File: src/rtl/regs_scoreboard.sv
// Architectural integer register file with two write-through read ports and a
// per-register pending-write scoreboard that flags RAW hazards to the ID stage.
module regs_scoreboard #(
    parameter int DATA_W   = 32,
    parameter int ADDR_W   = 5,
    parameter int NUM_REGS = 32,
    parameter int CNT_W    = 2
) (
    input  logic              clk,
    input  logic              rst,
    input  logic [DATA_W-1:0] wb_op_c_i,
    input  logic [ADDR_W-1:0] wb_reg_waddr_i,
    input  logic              wb_reg_we_i,
    input  logic [ADDR_W-1:0] id_rs1_raddr_i,
    input  logic              id_rs1_re_i,
    input  logic [ADDR_W-1:0] id_rs2_raddr_i,
    input  logic              id_rs2_re_i,
    input  logic              id_issue_i,
    input  logic [ADDR_W-1:0] id_rd_addr_i,
    input  logic              id_rd_we_i,
    output logic [DATA_W-1:0] regs_rs1_rdata_o,
    output logic [DATA_W-1:0] regs_rs2_rdata_o,
    output logic              regs_stall_o,
    output logic              regs_sb_err_o
);

    localparam logic [CNT_W-1:0] CNT_MAX = '1;

    logic [DATA_W-1:0]   regs_q [NUM_REGS];
    logic [CNT_W-1:0]    cnt_q  [NUM_REGS];
    logic [CNT_W-1:0]    cnt_d  [NUM_REGS];
    logic                err_q, err_d;
    logic [NUM_REGS-1:0] inc, dec, busy;
    logic                wr_en;

    assign wr_en = wb_reg_we_i && (wb_reg_waddr_i != '0);

    // Per-register issue/retire strobes; x0 never tracks anything.
    always_comb begin
        inc = '0;
        dec = '0;
        for (int r = 1; r < NUM_REGS; r++) begin
            inc[r] = id_issue_i && id_rd_we_i && (id_rd_addr_i == ADDR_W'(r));
            dec[r] = wb_reg_we_i && (wb_reg_waddr_i == ADDR_W'(r));
        end
    end

    // NOTE: every combinational output gets a default before the loop so no latch is inferred.
    always_comb begin
        err_d    = err_q;
        cnt_d[0] = '0;
        for (int r = 1; r < NUM_REGS; r++) begin
            cnt_d[r] = cnt_q[r];
            if (inc[r] && !dec[r]) begin
                if (cnt_q[r] == CNT_MAX) err_d = 1'b1;
                else                     cnt_d[r] = cnt_q[r] + 1'b1;
            end else if (dec[r] && !inc[r]) begin
                if (cnt_q[r] == '0) err_d = 1'b1;
                else                cnt_d[r] = cnt_q[r] - 1'b1;
            end
        end
    end

    // A write landing this cycle resolves one pending write before the hazard test.
    always_comb begin
        busy = '0;
        for (int r = 1; r < NUM_REGS; r++) begin
            busy[r] = (cnt_q[r] - CNT_W'(dec[r])) != '0;
        end
    end

    // NOTE: the register array is reset because software relies on every register reading 0 after reset.
    always_ff @(posedge clk or posedge rst) begin
        if (rst) begin
            for (int r = 0; r < NUM_REGS; r++) begin
                regs_q[r] <= '0;
                cnt_q[r]  <= '0;
            end
            err_q <= 1'b0;
        end else begin
            if (wr_en) regs_q[wb_reg_waddr_i] <= wb_op_c_i;
            for (int r = 0; r < NUM_REGS; r++) begin
                cnt_q[r] <= cnt_d[r];
            end
            err_q <= err_d;
        end
    end

    function automatic logic [DATA_W-1:0] read_port(
        input logic [ADDR_W-1:0] addr,
        input logic [DATA_W-1:0] stored
    );
        if (addr == '0)                                     return '0;
        else if (wb_reg_we_i && (wb_reg_waddr_i == addr))   return wb_op_c_i;
        else                                                return stored;
    endfunction

    assign regs_rs1_rdata_o = read_port(id_rs1_raddr_i, regs_q[id_rs1_raddr_i]);
    assign regs_rs2_rdata_o = read_port(id_rs2_raddr_i, regs_q[id_rs2_raddr_i]);

    assign regs_stall_o = (id_rs1_re_i && (id_rs1_raddr_i != '0) && busy[id_rs1_raddr_i]) ||
                          (id_rs2_re_i && (id_rs2_raddr_i != '0) && busy[id_rs2_raddr_i]);

    assign regs_sb_err_o = err_q;

endmodule

File: config.mk
export PLATFORM = sky130hd
export DESIGN_NAME = regs_scoreboard
export DESIGN_NICKNAME = d
export VERILOG_FILES = /design/src/rtl/regs_scoreboard.sv
export SDC_FILE = /design/constraint.sdc
export NUM_CORES = 2
export LEC_CHECK = 0
export BUFFER_PORTS_ARGS = -buffer_cell sky130_fd_sc_hd__buf_2
export CELL_PAD_IN_SITES_DETAIL_PLACEMENT = 1
export CELL_PAD_IN_SITES_GLOBAL_PLACEMENT = 1
export CORE_AREA = 2 2 394 396
export CTS_CLUSTER_DIAMETER = 50
export DETAILED_ROUTE_END_ITERATION = 16
export DIE_AREA = 0 0 396 398
export PLACE_DENSITY_LB_ADDON = 0.1
export SLEW_MARGIN = 10
export SYNTH_ARGS = -nofsm -noshare
export SYNTH_HDL_FRONTEND = slang
export SYNTH_SLANG_ARGS = --single-unit
File: constraint.sdc
create_clock -name clk -period 40.6 [get_ports clk]
set_input_delay 6.09 -clock clk [delete_from_list [all_inputs] [get_ports clk]]
set_output_delay 6.09 -clock clk [all_outputs]
set_load 0.03 [all_outputs]
==> metrics.md <==
| Metric | Value |
|---|---|
| Final instance area | 68800 um^2 |
| GRT Overall Usage | just over 30% |
| Max VDD drop | 0.0443 mV |
| Top cells by area, synth | dfrtp_1 (45%), mux4_2 (22%), mux2_2 (9.9%) |
| Global-route wire length before repair | 344000 um |
| Commonest non-fill, non-tap cell in the layout | nand2_1 |
| CTS Buf Count | 158 |
| PortBufs | 124 |
| Critical path launch point type | input pin |
| Worst hold path type | register to register |
| Mapped Area | 61000 um^2 |
| EDFF count, synth | 0 |
| DRC | 0 |
| # Post-CTS Setup Buffers | 0 |
| Most common flop cell mapped by yosys | dfrtp_1 |
| Largest net degree at the start of global routing | 157 |
| Die ar. | between 150000 and 200000 um^2 |
| Yosys top cell area share | between 40% and 50% |
| Final Hold Fails | 0 |
| CP endpoint kind | primary output |
| Min Hold Slack | slightly below 0.4 ns |
| Slew Limit Fails | 0 |
| Worst slew pin tran | around 1.1 ns |
| Layout area overhead | 12.9% |
| Clock latency at the later pin of the worst-skew pair | between 0.7 and 0.8 ns |
| Max transition margin | between 20% and 30% |
| Pwr Density | between 50 and 60 nW/um^2 |
| Worst Skew | 0.0199 ns |
| Core Util, Final | 44.9% |
| Fin crit share | between 40% and 50% |
| # rows | 144 |
| Core area | about 150000 um^2 |
| Antenna Violating Nets Remaining | 0 |
| Max H-tree Level | 4 |
| CP arrival | 11.06 ns |
| Die X-Extent | about 400 um |
| Post-DR vias/cell | roughly 6.1 |
| Netlist cell types | 71 |
| Post-synthesis register bit count | approximately 1100 |
| RSZ-0062 raised after global routing | no |
| Post-detail-place hpwl | between 100000 and 150000 um |
| Initial core utilization | 39.8% |
| Post-synthesis sequential area ratio | 44.6% |
| Clock transition at the registers of the reported paths | 0.06 ns |
| DR pass1 iterations | 5 |
| Ys Warns | 0 |
| Share of synthesized flip-flops with an asynchronous set or reset | between 90% and 100% |
| Total Routed Length | approximately 240000 um |
| Syn avg cell area | roughly 12 um^2 |
| # hold bufs at CTS | 0 |
| Crit path kind | input pin to primary output |
| Final setup vio count | 0 |
| Clk root buf | clkbuf_16 |
| Final Power | between 3 and 4 mW |
| Peak Freq | ~58 MHz |
| Area post-placement | roughly 63000 um^2 |
| Drt wl/cell | 32.4 um |
| Total gr overflow | 0 |
| RD Place Congestion | around 0.85 |
| Final Net Count | between 5000 and 6000 |
| Share of layout cells above drive strength 1 | 32.5% |
| Hold path depth | 0 |
| Max-Cap Viols | 0 |
| Crit path required time | approximately 35 ns |
| Vias | about 45000 |
| Lkg Pwr | 31.5 nW |
| Status | completed |
| Most frequent cells in the layout | nand2_1 (1493), dfrtp_1 (1087), mux4_2 (603), mux2_2 (536), clkbuf_16 (161) |
| Detailed router's first-iteration violation count | just under 4000 |
| Max clock buf depth | 3 |
| Tmin final | about 17 ns |
| Cell taking the most area after synthesis | dfrtp_1 |
| Fin Setup TNS | 0 ns |
| Die height | just under 400 um |
| CP max FO | 70 |
| TritonCTS clock tree | built |
| FF-to-FF path depth | 5 |
| Cells after Synth | between 5000 and 6000 |
| IO Pins | approximately 130 |
| PostCTS Resize Cnt | 0 |
| Initial antenna violation count | 7 |
| CTS Sinks | roughly 1100 |
| # diodes | 0 |
| Post-Syn Nets | ~5300 |
| Vias in the first global route | between 40000 and 50000 |
==> where the power goes <==
| part | internal, mW | total, mW | switching [mW] |
|---|---|---|---|
| clock network | 0.869 | 1.43 | 0.565 |
| logic | 0.357 | 0.667 | 0.310 |
| registers | 1.28 | 1.42 | 0.149 |
==> cells in the mapped netlist, drive strengths merged, types with 6 or more instances <==
master and count:
a211oi 107, a21boi 6, a21oi 57, a311oi 14
a31oi 20, and2 19, and3 10, buf 164
clkbuf 315, dfrtp 1087, ha 62, inv 86
mux2 536, mux2i 101, mux4 603, nand2 1513
nand2b 13, nand3 25, nand4 11, nand4b 6
nor2 113, nor2b 46, nor3 26, nor4 12
nor4b 28, o211ai 6, o21ai 95, o21bai 15
o31ai 7, or3b 7, xnor2 7, xor2 11
==> layout make-up <==
| cell class | instances | area, um^2 |
|---|---|---|
| Clock buffer | 200 | 4350 |
| Inverter | 87 | 342 |
| Fill cell | 15884 | 84500 |
| Timing Repair Buffer | 224 | 1490 |
| Sequential cell | 1087 | 27200 |
| Clock inverter | 91 | 1110 |
| Multi-Input combinational cell | 3532 | 31800 |
| Tap cell | 2044 | 2560 |
==> cell families (layout without fill, tap and decap cells) <==
logic type      after synthesis  after routing  share of synthesized area (%)
xor+xnor                     18             18                          0.259
buf+inv                     566            602                           3.64
simple gates               1858           1858                           12.6
mux                        1240           1240                           33.8
fa+ha+maj                    62             62                           1.27
flops                      1087           1087                           44.6
compound gates              354            354                           3.79
==> layer usage <==
layer  wire, um  vias to the layer above  global-route usage (%)  share of wire [%]
li1           -                    18430                       -                  -
met1     101000                    24366                    41.6                 43
met2     113000                     1491                    49.5                 48
met3      13900                      376                    4.63                5.9
met4       7230                        2                    9.44                3.1
met5         13                        -                       0             0.0055
==> critical path, cell delays in order <==
cell	delay (ns)
buf_8	0.67
buf_4	0.88
buf_4	0.85
buf_4	0.67
mux4_2	0.58
mux4_2	0.48
a21oi_1	0.24
a211oi_1	0.20
buf_2	0.29
==> through the flow <==
step                      cells  worst slack (ns)
final                      7265             23.46
after global routing       7265             22.96
after floorplan            5185              3.91
after global placement     6974             23.23
after CTS                  7265             23.27
after detailed placement   6974             23.29
==> sequential cells by signal, summed over array words and instances, names as in the netlist <==
name and count:
regs_q 1024, cnt_q 62, regs_sb_err_o 1
==> final timing paths <==
path / from / to / slack (ns)
max: id_rs1_raddr_i[0] / regs_rs1_rdata_o[25] / 23.46
max reg2reg: cnt_q[16]$_DFFE_PP0P_ / regs_sb_err_o$_DFF_PP0_ / 38.59
min: regs_q[1012]$_DFFE_PP0P_ / regs_q[1012]$_DFFE_PP0P_ / 0.39
min reg2reg: regs_q[1012]$_DFFE_PP0P_ / regs_q[1012]$_DFFE_PP0P_ / 0.39
max in group asynchronous: rst / regs_q[979]$_DFFE_PP0P_ / 31.55
min in group asynchronous: rst / regs_q[698]$_DFFE_PP0P_ / 5.37
(Power assumes the default switching activity.)
